--- config.mk ---
export PLATFORM = sky130hd
export DESIGN_NAME = axi_wready_throttle
export DESIGN_NICKNAME = d
export VERILOG_FILES = /design/src/rtl/axi_wready_throttle.sv
export SDC_FILE = /design/constraint.sdc
export NUM_CORES = 1
export LEC_CHECK = 0
export ABC_CLOCK_PERIOD_IN_PS = 2390
export BUFFER_PORTS_ARGS = -buffer_cell sky130_fd_sc_hd__buf_2
export CORE_ASPECT_RATIO = 0.7
export CORE_MARGIN = 2
export CORE_UTILIZATION = 45
export DETAILED_ROUTE_END_ITERATION = 10
export PLACE_DENSITY = 0.7
export SETUP_SLACK_MARGIN = 0.4
export SLEW_MARGIN = 20
export SYNTH_ARGS = -nofsm -noshare
export SYNTH_HDL_FRONTEND = slang
export SYNTH_SLANG_ARGS = --single-unit
export TNS_END_PERCENT = 5
--- constraint.sdc ---
create_clock -name ACLK -period 2.39 [get_ports ACLK]
set_clock_uncertainty 0.2 [all_clocks]
set_input_delay 0.3585 -clock ACLK [delete_from_list [all_inputs] [get_ports ACLK]]
set_output_delay 0.3585 -clock ACLK [all_outputs]
set_load 0.005 [all_outputs]
--- src/rtl/axi_wready_throttle.sv ---
// axi_wready_throttle
//   Inserts configurable backpressure on an AXI write-data channel and counts
//   the traffic that passes through it.
//
//   Ports
//     ACLK, ARESETN       clock, asynchronous active-low reset
//     S_WVALID, S_WLAST   upstream write-data valid / last beat
//     S_WREADY            ready to upstream  (gate & M_WREADY)
//     M_WVALID            valid to downstream (S_WVALID & gate)
//     M_WREADY            ready from downstream
//     CFG_POLICY          0/3 pass-through, 1 oscillate, 2 single-shot
//     CFG_LOW, CFG_HIGH   gate-low / gate-high cycle counts
//     CFG_LOAD            one-cycle pulse latching CFG_*
//     BEAT_CNT, BURST_CNT handshake / last-beat handshake counters (wrapping)
//     ERROR               sticky VALID-drop flag
module axi_wready_throttle #(
  parameter int CNT_W  = 8,
  parameter int STAT_W = 16
) (
  input  logic              ACLK,
  input  logic              ARESETN,
  input  logic              S_WVALID,
  input  logic              S_WLAST,
  output logic              S_WREADY,
  output logic              M_WVALID,
  input  logic              M_WREADY,
  input  logic [1:0]        CFG_POLICY,
  input  logic [CNT_W-1:0]  CFG_LOW,
  input  logic [CNT_W-1:0]  CFG_HIGH,
  input  logic              CFG_LOAD,
  output logic [STAT_W-1:0] BEAT_CNT,
  output logic [STAT_W-1:0] BURST_CNT,
  output logic              ERROR
);

  typedef enum logic [2:0] {
    ST_RST, ST_PASS, ST_LOW, ST_HIGH, ST_IDLE, ST_WAIT, ST_OPEN
  } state_t;

  localparam logic [CNT_W-1:0]  CNT_ONE  = CNT_W'(1);
  localparam logic [STAT_W-1:0] STAT_ONE = STAT_W'(1);

  state_t             state_q, state_d;
  logic [CNT_W-1:0]   cnt_q, cnt_d;
  logic               gate_q, gate_d;
  logic [1:0]         pol_q;
  logic [CNT_W-1:0]   low_q, high_q;
  logic               vld_q, hs_q;
  logic               hs;

  assign hs       = S_WVALID & gate_q & M_WREADY;
  assign S_WREADY = gate_q & M_WREADY;
  assign M_WVALID = S_WVALID & gate_q;

  // Oscillate with zero low time never visits LOW, so it enters straight at HIGH.
  function automatic state_t entry_state(input logic [1:0] pol, input logic [CNT_W-1:0] low);
    case (pol)
      2'd1:    entry_state = (low == '0) ? ST_HIGH : ST_LOW;
      2'd2:    entry_state = ST_IDLE;
      default: entry_state = ST_PASS;
    endcase
  endfunction

  always_comb begin
    state_d = state_q;
    cnt_d   = cnt_q;
    if (CFG_LOAD) begin
      // New configuration restarts the FSM; any count in flight is dropped.
      state_d = entry_state(CFG_POLICY, CFG_LOW);
      cnt_d   = '0;
    end else begin
      case (state_q)
        ST_RST: begin
          state_d = entry_state(pol_q, low_q);
          cnt_d   = '0;
        end
        ST_PASS: state_d = ST_PASS;
        ST_LOW: begin
          if (low_q == '0 || cnt_q == low_q - CNT_ONE) begin
            state_d = ST_HIGH;
            cnt_d   = '0;
          end else begin
            cnt_d = cnt_q + CNT_ONE;
          end
        end
        ST_HIGH: begin
          if (cnt_q >= high_q - CNT_ONE) begin
            state_d = (low_q == '0) ? ST_HIGH : ST_LOW;
            cnt_d   = '0;
          end else begin
            cnt_d = cnt_q + CNT_ONE;
          end
        end
        ST_IDLE: begin
          // The cycle VALID is first seen counts as t0; the gate opens LOW cycles later.
          if (S_WVALID) begin
            state_d = (low_q == '0) ? ST_OPEN : ST_WAIT;
            cnt_d   = '0;
          end
        end
        ST_WAIT: begin
          if (low_q == '0 || cnt_q == low_q - CNT_ONE) begin
            state_d = ST_OPEN;
            cnt_d   = '0;
          end else begin
            cnt_d = cnt_q + CNT_ONE;
          end
        end
        ST_OPEN: if (hs) state_d = ST_IDLE;
        default: begin
          state_d = ST_PASS;
          cnt_d   = '0;
        end
      endcase
    end
    gate_d = (state_d == ST_PASS) || (state_d == ST_HIGH) || (state_d == ST_OPEN);
  end

  always_ff @(posedge ACLK or negedge ARESETN) begin
    if (!ARESETN) begin
      state_q <= ST_RST;
      cnt_q   <= '0;
      gate_q  <= 1'b0;
    end else begin
      state_q <= state_d;
      cnt_q   <= cnt_d;
      gate_q  <= gate_d;
    end
  end

  always_ff @(posedge ACLK or negedge ARESETN) begin
    if (!ARESETN) begin
      pol_q  <= 2'd0;
      low_q  <= '0;
      high_q <= CNT_ONE;
    end else if (CFG_LOAD) begin
      pol_q  <= CFG_POLICY;
      low_q  <= CFG_LOW;
      high_q <= (CFG_HIGH == '0) ? CNT_ONE : CFG_HIGH;
    end
  end

  always_ff @(posedge ACLK or negedge ARESETN) begin
    if (!ARESETN) begin
      BEAT_CNT  <= '0;
      BURST_CNT <= '0;
      vld_q     <= 1'b0;
      hs_q      <= 1'b0;
      ERROR     <= 1'b0;
    end else begin
      if (hs)            BEAT_CNT  <= BEAT_CNT + STAT_ONE;
      if (hs && S_WLAST) BURST_CNT <= BURST_CNT + STAT_ONE;
      vld_q <= S_WVALID;
      hs_q  <= hs;
      // VALID withdrawn before being accepted is a protocol violation.
      if (vld_q && !hs_q && !S_WVALID) ERROR <= 1'b1;
    end
  end

endmodule

==> results of run 1 <==
==> cells by family (layout without fill, tap and decap cells) <==
| group | Yosys count | in the layout | share of synthesized area (%) |
|---|---|---|---|
| AO/OA/AOI/OAI | 46 | 46 | 9.08 |
| XOR/XNOR | 46 | 46 | 11.7 |
| adder cells (fa/ha/maj) | 14 | 14 | 5.07 |
| buffers and inverters | 18 | 117 | 2.21 |
| flip-flops | 65 | 65 | 47.1 |
| multiplexers | 18 | 18 | 5.83 |
| AND/OR/NAND/NOR | 124 | 124 | 19.1 |
==> final cells by class <==
class                      count  share of cell area (%)
timing repair buffer          92                    12.9
clock buffer                   9                    2.83
inverter                      10                   0.857
tap                           98                    2.80
multi-input combinational    248                    42.1
clock inverter                 6                    1.37
sequential                    65                    37.2
==> per-layer routing <==
layer | up-vias | routed length (um)
met4 | 0 | 68
li1 | 1369 | -
met3 | 5 | 370
met1 | 1339 | 3770
met5 | - | 0
met2 | 73 | 3320
==> registers in the layout (all words and copies together) (netlist names) <==
register   flops
ERROR          1
BEAT_CNT      16
gate_q         1
cnt_q          8
BURST_CNT     16
low_q          8
state_q        3
pol_q          2
hs_q           1
high_q         8
vld_q          1
==> metrics by stage <==
step | TNS (ns) | util, % | cell area, um^2 | total power [uW]
2_1_floorplan | -0.657 | - | 3490 | 1730
3_5_place_dp | -1.87 | 55.8 | 4120 | 2010
4_1_cts | -1.67 | 58.9 | 4350 | 2930
5_1_grt | -3.19 | 59.3 | 4380 | 3090
6_report | -1.55 | 59.3 | 4380 | 2910
3_3_place_gp | -1.28 | 55.8 | 4120 | 1990
==> what timing repair did <==
item	4_1_cts	5_1_grt
setup endpoints to repair	12	15
hold buffers	1	0
hold endpoints to repair	64	0
pin swaps	1	1
resized for setup	6	11
gates cloned	1	0
==> tightest hold or removal path: stages <==
cell and delay (ns):
buf_2 0.09, nand2_1 0.04, o21ai_0 0.05
==> cells in the mapped netlist (all sizes together) (8+ instances only) <==
master	number
and3	12
dfrtp	64
ha	14
inv	10
mux2	17
nand2	26
nand3	17
nor2	21
nor3	8
o21ai	11
xnor2	28
xor2	18
==> worst min path at each step <==
stage	startpoint	to	slack, ns	depth (start not counted)
3_3_place_gp	ARESETN	high_q[2]$_DFFE_PN0P_	0.20	2
5_1_grt	CFG_LOW[1]	low_q[1]$_DFFE_PN0P_	0.06	3
2_1_floorplan	ARESETN	BEAT_CNT[0]$_DFFE_PN0P_	-0.14	0
4_1_cts	CFG_HIGH[1]	high_q[1]$_DFFE_PN0P_	0.03	3
6_report	CFG_HIGH[1]	high_q[1]$_DFFE_PN0P_	0.05	3
3_5_place_dp	ARESETN	high_q[2]$_DFFE_PN0P_	0.20	2
==> power by group <==
part,internal (uW),switching (uW)
clock network,470,422
logic,337,309
registers,1220,152
==> impl_metrics.json, run 1 <==
{
  "worstReg2RegEnd": "cnt_q[7]$_DFFE_PN0P_",
  "dieArea_mm2": 0.00841,
  "grt_pass1_wl_mm": 12.8,
  "drv_slew": 0,
  "synthFlopType": "dfrtp_1",
  "timing.hold.ws_ns": 0.0478,
  "min_path_type": "in -> reg",
  "grt_pass1_vias": 2611,
  "crit_arrival_ns": 2.62,
  "drtAntennaViolNets": 0,
  "busiest_layer": "met2",
  "vdd_drop_max_mv": 0.526,
  "setup_slack_ns": -0.211,
  "netlist_top_cells_area": "dfrtp_1 46%, xnor2_1 7.1%, mux2_2 5.5%",
  "cp_cell_sequence": "or3_4 > nor3_2 > xnor2_1 > ha_1 > nand3_1 > o21ai_2 > a31oi_2 > a2bb2oi_2 > buf_6 > nor3_1 > a211o_1",
  "area_growth_pct": 26.7,
  "cp-start-kind": "flip-flop",
  "drt-initial-drc-count": 141,
  "final_common_cell": "dfrtp_1",
  "routabilityCongestion": 0.831,
  "synth_cell_types": 50,
  "dp_slack_ns": -0.252,
  "syn_area_mm2": 0.00346,
  "post-cts-setup-buffer-count": 0,
  "rows": 26,
  "yosysSeqAreaShare_pct": 47.1,
  "critPathMaxStageDelay_ns": 0.41,
  "p_leak_uw": 0.00213,
  "gr-total-overflow": 0,
  "required_ns": 2.41,
  "use_met3_pct": 4.79,
  "clock_tree.root_cell": "clkbuf_8",
  "synth-seq-cells": 65,
  "cts_tree": "built",
  "drc": 0,
  "first_pass_iters": 4,
  "die_w_um": 109,
  "fin_crit_sh_pct": 109,
  "crit_end": "cnt_q[7]$_DFFE_PN0P_",
  "final-seq-area_mm2": 0.00163,
  "port_buffers": 58,
  "fmax_mhz": 384,
  "nets": 464,
  "worst-path-stages": 11,
  "cp_max_fo": 7,
  "clock_path_buffers": 2,
  "yosysWarnings": 0,
  "path_clk_slew_ns": 0.07,
  "globalRouteMet1Util_pct": 28.4,
  "totalWireLength_mm": 7.53,
  "grt_use_total_pct": 19.4,
  "layout_common_cells": "64 x dfrtp_1, 58 x buf_2, 31 x buf_4, 28 x xnor2_1, 26 x nand2_1",
  "status": "finished with violations",
  "hold_viol": 0,
  "rsz0062_at_grt": "true",
  "crit_start": "high_q[3]$_DFFE_PN0P_",
  "netlist_instances": 331,
  "pin_count": 59,
  "maxCapViolations": 0,
  "htreeDepth": 3,
  "yosysTopAreaCell": "dfrtp_1",
  "setup_violations": 10,
  "vias": 2786,
  "antenna_found_initial": 0,
  "wire_per_inst_um": 14.3,
  "slowest_stage": "or3_4",
  "die_h_um": 77.3,
  "syn_area_per_cell_um2": 10.4,
  "dp_hpwl_mm": 5.56,
  "crit_family": "compound AO/OA/AOI/OAI gates",
  "cts-buffers-inserted": 9,
  "start_util_pct": 46.8,
  "relSlewSlack_pct": 66.9,
  "via_per_inst": 5.28,
  "worst_slew_pin_slew_ns": 0.492,
  "power_density_mw_per_mm2": 665,
  "fin_cells": 528,
  "end_kind": "flip-flop",
  "synth_enable_flop_cells": 0,
  "r2r_start": "high_q[3]$_DFFE_PN0P_",
  "yosysTopAreaCellShare_pct": 46.3,
  "synthesis.nets": 369,
  "r2r_cells": 11,
  "multiInputGateArea_mm2": 0.00185,
  "worstSetupPathType": "reg -> reg",
  "clock_sinks": 65,
  "grt_max_degree": 66,
  "insertedDiodeCount": 0,
  "synth_async_sr_flop_share_pct": 100,
  "num-fill-cells": 637,
  "drive_gt1_share_pct": 34.7,
  "grt_util_met2_pct": 28.7,
  "dp.cells": 511,
  "failed_checks": "setup timing",
  "cp_num_buf_inv": 1,
  "rrSetupSlack_ns": -0.21,
  "clock_latency_ns": 0.33,
  "min_period_ns": 2.60,
  "fp.coreArea_mm2": 0.00738
}
Power figures use the tool's default switching activity.
==> run 2: changes to the inputs <==
--- a/config.mk
+++ b/config.mk
@@ -5,13 +5,14 @@
 export SDC_FILE = /design/constraint.sdc
 export NUM_CORES = 1
 export LEC_CHECK = 0
+export ABC_AREA = 1
 export ABC_CLOCK_PERIOD_IN_PS = 2390
 export BUFFER_PORTS_ARGS = -buffer_cell sky130_fd_sc_hd__buf_2
 export CORE_ASPECT_RATIO = 0.7
 export CORE_MARGIN = 2
 export CORE_UTILIZATION = 45
 export DETAILED_ROUTE_END_ITERATION = 10
-export PLACE_DENSITY = 0.7
+export PLACE_DENSITY = 0.69
 export SETUP_SLACK_MARGIN = 0.4
 export SLEW_MARGIN = 20
 export SYNTH_ARGS = -nofsm -noshare
==> impl_metrics.json, run 2 <==
{
  "status": "finished with violations",
  "failed_checks": "setup timing",
  "netlist_instances": 448,
  "antenna_found_initial": 0,
  "final-seq-area_mm2": 0.00163,
  "grt_pass1_wl_mm": 13.5,
  "path_clk_slew_ns": 0.05,
  "fin_crit_sh_pct": 103,
  "worst_slew_pin_slew_ns": 0.447,
  "clock_latency_ns": 0.33,
  "netlist_top_cells_count": "107 x nand2_1, 64 x dfrtp_1, 63 x inv_1, 36 x nor2_1",
  "vdd_drop_max_mv": 0.463,
  "end_kind": "flip-flop",
  "routabilityCongestion": 0.859,
  "cpMostUsedCell": "nand2_1",
  "fmax_mhz": 405,
  "die_w_um": 112,
  "finish.instance_area_mm2": 0.00472,
  "crit_start": "high_q[1]$_DFFE_PN0P_",
  "relSlewSlack_pct": 69.9,
  "cts-buffers-inserted": 9,
  "slowest_stage": "dfrtp_1",
  "setup_violations": 10,
  "timing.hold.ws_ns": 0.0336,
  "start_util_pct": 46.4,
  "clock_sinks": 65,
  "yosysMostFrequentCell": "nand2_1",
  "dieArea_mm2": 0.00886,
  "worstSetupPathType": "reg -> reg",
  "min_path_type": "in -> reg",
  "multiInputGateArea_mm2": 0.00197,
  "total_power_uw": 3470,
  "synthesis.nets": 486,
  "synth_enable_flop_cells": 0,
  "r2r_start": "high_q[1]$_DFFE_PN0P_",
  "min_period_ns": 2.47,
  "num-fill-cells": 713,
  "nets": 564,
  "wire_per_inst_um": 13.2,
  "layout_common_cells": "101 x nand2_1, 63 x dfrtp_1, 58 x buf_2, 57 x inv_1, 32 x xor2_1",
  "grt_max_degree": 66,
  "drive_gt1_share_pct": 26.6,
  "setup_slack_ns": -0.0799,
  "critPathMaxStageDelay_ns": 0.42,
  "syn_area_per_cell_um2": 8.15,
  "worstReg2RegEnd": "gate_q$_DFF_PN0_",
  "internal-power_uw": 2480,
  "reg.largest.list": "BEAT_CNT: 16 flops, BURST_CNT: 16 flops",
  "yosysWarnings": 0,
  "dp_hpwl_mm": 5.84,
  "rows": 27,
  "synth_async_sr_flop_share_pct": 100,
  "sw_frac_of_total_pct": 28.5,
  "pin_count": 59,
  "gr-total-overflow": 0,
  "required_ns": 2.46,
  "postPlaceCellArea_mm2": 0.00417,
  "seqPwrFrac_pct": 39.2,
  "drc": 0,
  "netlist_top_cells_area": "dfrtp_1 44%, nand2_1 11%, xor2_1 7.7%",
  "cts_tree": "built",
  "grt_pass1_vias": 2899,
  "p_clk_share_pct": 42.6,
  "dp.cells": 613,
  "grt_use_total_pct": 19.3,
  "first_pass_iters": 4,
  "final_common_cell": "nand2_1",
  "p_leak_uw": 0.00239,
  "cp_num_buf_inv": 0,
  "via_per_inst": 4.90,
  "fin_cells": 632,
  "fp.coreArea_mm2": 0.00787,
  "yosysTopAreaCellShare_pct": 43.9,
  "maxCapViolations": 0,
  "port_buffers": 58,
  "r2r_cells": 14,
  "area_growth_pct": 29.4,
  "synth_cell_types": 32,
  "yosysTopAreaCell": "dfrtp_1",
  "htreeDepth": 3,
  "switchingPower_uw": 991,
  "crit_end": "gate_q$_DFF_PN0_",
  "cp_cell_sequence": "nor2_4 > nand4_1 > nor3_2 > xor2_1 > ha_1 > a21oi_1 > o21ai_1 > a21oi_1 > nand2_1 > a21boi_1 > a21oi_2 > nand2_1 > nand3_1 > nand2_1",
  "synth-seq-cells": 65,
  "rrSetupSlack_ns": -0.08,
  "die_h_um": 79.4,
  "crit_family": "simple AND/OR/NAND/NOR gates",
  "clock_tree.root_cell": "clkbuf_16",
  "hold_viol": 0,
  "combPwrFrac_pct": 18.1,
  "syn_area_mm2": 0.00365,
  "insertedDiodeCount": 0,
  "totalWireLength_mm": 8.31,
  "synthFlopType": "dfrtp_1",
  "drtAntennaViolNets": 0,
  "rsz0062_at_grt": "true",
  "drt-initial-drc-count": 205,
  "worst-path-stages": 14,
  "drv_slew": 0,
  "crit_arrival_ns": 2.54,
  "yosysSeqAreaShare_pct": 44.6,
  "power_density_mw_per_mm2": 736,
  "clock_path_buffers": 2,
  "vias": 3096,
  "cp-start-kind": "flip-flop",
  "post-route-util_pct": 60.0,
  "cp_max_fo": 2
}
## run 2: cell count changes in the layout (fill, tap and decap cells not counted), sizes merged, moves of 8 or more
cell / change
mux2: -16
a21oi: +8
and3: -11
buf: -20
inv: +54
nor2: +20
xnor2: -18
nand3: +13
o21ai: +21
xor2: +14
nand2: +82
## run 2: per-layer routing
metal	track usage, %	vias to the layer above	share of wire [%]
met5	0	-	0
met4	8.02	0	1.2
met3	5.42	7	5.2
met2	28.8	75	45
met1	26.5	1427	49
li1	-	1587	-
## run 2: how the worst min path moves through the flow
stage                        start                       to  slack, ns  depth (start not counted)
final                     S_WVALID          vld_q$_DFF_PN0_       0.03                          1
after global routing      S_WVALID          vld_q$_DFF_PN0_       0.02                          1
after CTS                 S_WVALID          vld_q$_DFF_PN0_      0.009                          1
after detailed placement   ARESETN    high_q[3]$_DFFE_PN0P_       0.20                          2
after global placement     ARESETN    high_q[3]$_DFFE_PN0P_       0.20                          2
after floorplan            ARESETN  BEAT_CNT[0]$_DFFE_PN0P_      -0.14                          0
## run 2: power groups by stage
stage / logic (uW) / clock network, uW / registers [uW]
2_1_floorplan: 353 / 0 / 1350
3_3_place_gp: 567 / 0 / 1360
3_5_place_dp: 579 / 0 / 1360
4_1_cts: 607 / 1510 / 1350
5_1_grt: 716 / 1570 / 1380
6_report: 631 / 1480 / 1360
## run 2: logic make-up after synthesis
family / share of synthesized area (%)
simple gates: 25.9
buf+inv: 7.09
xor+xnor: 10.1
fa+ha+maj: 4.80
compound gates: 7.23
mux: 0.308
flops: 44.6
## run 2: worst register-to-register path, cell delays in order (launching register included)
cell and delay [ns]:
dfrtp_1 0.42, nor2_4 0.13, nand4_1 0.15, nor3_2 0.23
xor2_1 0.17, ha_1 0.27, a21oi_1 0.13, o21ai_1 0.08
a21oi_1 0.14, nand2_1 0.09, a21boi_1 0.17, a21oi_2 0.06
nand2_1 0.07, nand3_1 0.06, nand2_1 0.06
## run 2: per-stage QoR
| stage | TNS, ns | setup slack (ns) |
|---|---|---|
| after floorplan | 0 | 0.133 |
| after global placement | 0 | 0.00547 |
| after detailed placement | -0.753 | -0.107 |
| after CTS | -0.0250 | -0.0107 |
| after global routing | -2.72 | -0.296 |
| final | -0.636 | -0.0799 |
## run 2: what timing repair did
item,in CTS,in global routing
hold buffers,1,0
resized for setup,29,29
endpoints found under the hold margin,64,0
buffers inserted,0,2
pin swaps,30,38
setup endpoints to repair,21,23
## run 2: final cells by class
cell class	instances	area share (%)
multi-input combinational	314	41.8
sequential	65	34.5
timing repair buffer	72	8.69
clock buffer	12	5.64
inverter	64	5.14
tap	101	2.68
clock inverter	4	1.56
==> run 3: changes to the inputs <==
--- a/config.mk
+++ b/config.mk
@@ -12,6 +12,7 @@
 export CORE_MARGIN = 2
 export CORE_UTILIZATION = 45
 export DETAILED_ROUTE_END_ITERATION = 10
+export HOLD_SLACK_MARGIN = 0.1
 export PLACE_DENSITY = 0.69
 export SETUP_SLACK_MARGIN = 0.4
 export SLEW_MARGIN = 20
==> impl_metrics.json, run 3 (same netlist as run 2, synthesis figures left out) <==
{
  "status": "finished with violations",
  "failed_checks": "setup timing",
  "totalWireLength_mm": 8.69,
  "use_met3_pct": 5.57,
  "area_growth_pct": 35.4,
  "worstSetupPathType": "reg -> reg",
  "crit_family": "simple AND/OR/NAND/NOR gates",
  "worst_slew_pin_slew_ns": 0.425,
  "vias": 3221,
  "start_util_pct": 46.4,
  "cts-buffers-inserted": 9,
  "internal-power_uw": 2510,
  "fin_crit_sh_pct": 104,
  "port_buffers": 58,
  "maxCapViolations": 0,
  "cp-start-kind": "flip-flop",
  "first_pass_iters": 7,
  "p_clk_share_pct": 42.1,
  "drtAntennaViolNets": 0,
  "dieArea_mm2": 0.00886,
  "rsz0062_at_grt": "true",
  "drive_gt1_share_pct": 26.9,
  "final_common_cell": "nand2_1",
  "reg.largest.list": "BEAT_CNT: 16 flops, BURST_CNT: 16 flops",
  "postPlaceCellArea_mm2": 0.00417,
  "slowest_stage": "dfrtp_2",
  "hold_viol": 0,
  "switchingPower_uw": 1000,
  "required_ns": 2.45,
  "end_kind": "flip-flop",
  "grt_use_total_pct": 19.9,
  "dp_hpwl_mm": 5.84,
  "finish.instance_area_mm2": 0.00494,
  "grt_pass1_vias": 2999,
  "nets": 583,
  "cp_cell_sequence": "nor2_4 > nand4_1 > buf_4 > xor2_2 > ha_1 > a21oi_1 > o21ai_2 > a21oi_1 > nand2_1 > inv_1 > nand2_2 > nand3_4 > nand2_1 > o21ai_2",
  "gr-total-overflow": 0,
  "fp.coreArea_mm2": 0.00787,
  "min_period_ns": 2.48,
  "p_leak_uw": 0.00248,
  "timing.hold.ws_ns": 0.125,
  "layout_common_cells": "100 x nand2_1, 63 x dfrtp_1, 58 x buf_2, 57 x inv_1, 31 x xor2_1",
  "pin_count": 59,
  "min_path_type": "in -> reg",
  "crit_arrival_ns": 2.53,
  "drv_slew": 0,
  "cp_max_fo": 8,
  "htreeDepth": 3,
  "clock_sinks": 65,
  "setup_slack_ns": -0.0863,
  "routabilityCongestion": 0.859,
  "die_w_um": 112,
  "relSlewSlack_pct": 71.4,
  "grt_max_degree": 66,
  "fmax_mhz": 404,
  "drt-initial-drc-count": 209,
  "critPathMaxStageDelay_ns": 0.42,
  "power_density_mw_per_mm2": 710,
  "antenna_found_initial": 0,
  "grt_util_met2_pct": 30.8,
  "insertedDiodeCount": 0,
  "setup_violations": 10,
  "via_per_inst": 4.95,
  "clock_tree.root_cell": "clkbuf_16",
  "die_h_um": 79.4,
  "combPwrFrac_pct": 19.0,
  "vdd_drop_max_mv": 0.465,
  "rows": 27,
  "cp_num_buf_inv": 2,
  "seqPwrFrac_pct": 38.9,
  "clock_path_buffers": 2,
  "busiest_layer": "met2",
  "sw_frac_of_total_pct": 28.6,
  "cts_tree": "built",
  "globalRouteMet1Util_pct": 26.7,
  "clock_latency_ns": 0.33,
  "path_clk_slew_ns": 0.06,
  "wire_per_inst_um": 13.4,
  "drc": 0,
  "grt_pass1_wl_mm": 14.0
}
-- run 3: changes by cell type in the layout (fill, tap and decap cells not counted), sizes merged --
cell / delta
dlygate4sd3: +18
buf: +1
-- run 3: power by group through the flow --
| stage | Sequential [uW] | Clock (uW) | Combinational (uW) |
|---|---|---|---|
| 2_1_floorplan | 1350 | 0 | 353 |
| 3_3_place_gp | 1360 | 0 | 567 |
| 3_5_place_dp | 1360 | 0 | 579 |
| 4_1_cts | 1350 | 1510 | 629 |
| 5_1_grt | 1380 | 1570 | 755 |
| 6_report | 1370 | 1480 | 667 |
-- run 3: metrics by stage --
step                utilization, %  setup slack [ns]  power [uW]  cells  TNS (ns)
global placement              53.0           0.00547        1930    613         0
finish                        62.8           -0.0863        3510    651    -0.727
floorplan                        -             0.133        1700    448         0
detailed placement            53.0            -0.107        1940    613    -0.753
CTS                           60.8           -0.0107        3480    648   -0.0250
global route                  62.8            -0.262        3710    651     -2.47
-- run 3: per-layer routing --
| metal | part of all wire, % | vias up |
|---|---|---|
| met5 | 0 | - |
| li1 | - | 1620 |
| met2 | 46 | 95 |
| met4 | 1.5 | 0 |
| met3 | 6.0 | 16 |
| met1 | 47 | 1490 |
-- run 3: tightest hold or removal path, cell delays in order --
cell and delay (ns):
buf_2 0.10, nand2_2 0.09, nor2_4 0.06
-- run 3: final timing paths --
path / start / endpoint / slack, ns / cells past startpoint
worst max-delay path: high_q[2]$_DFFE_PN0P_ / cnt_q[6]$_DFFE_PN0P_ / -0.09 / 14
max in group asynchronous: ARESETN / low_q[4]$_DFFE_PN0P_ / 1.32 / 3
worst max register to register: high_q[2]$_DFFE_PN0P_ / cnt_q[6]$_DFFE_PN0P_ / -0.09 / 14
min in group asynchronous: ARESETN / high_q[3]$_DFFE_PN0P_ / 0.36 / 3
worst min register to register: hs_q$_DFF_PN0_ / ERROR$_DFFE_PN0P_ / 0.23 / 1
worst min-delay path: M_WREADY / hs_q$_DFF_PN0_ / 0.12 / 3
-- run 3: repair_timing --
item,in CTS,in global routing
hold buffers,19,0
resized for setup,29,33
endpoints found under the setup margin,21,24
pin swaps,30,41
buffers inserted,0,3
hold endpoints to repair,82,0
-- run 3: cell type report --
cell class / count / area (um^2)
Clock buffer: 12 / 267
Clock inverter: 4 / 73.8
Fill cell: 681 / 2930
Inverter: 64 / 243
Multi-Input combinational cell: 314 / 2010
Sequential cell: 65 / 1630
Tap cell: 101 / 126
Timing Repair Buffer: 91 / 598
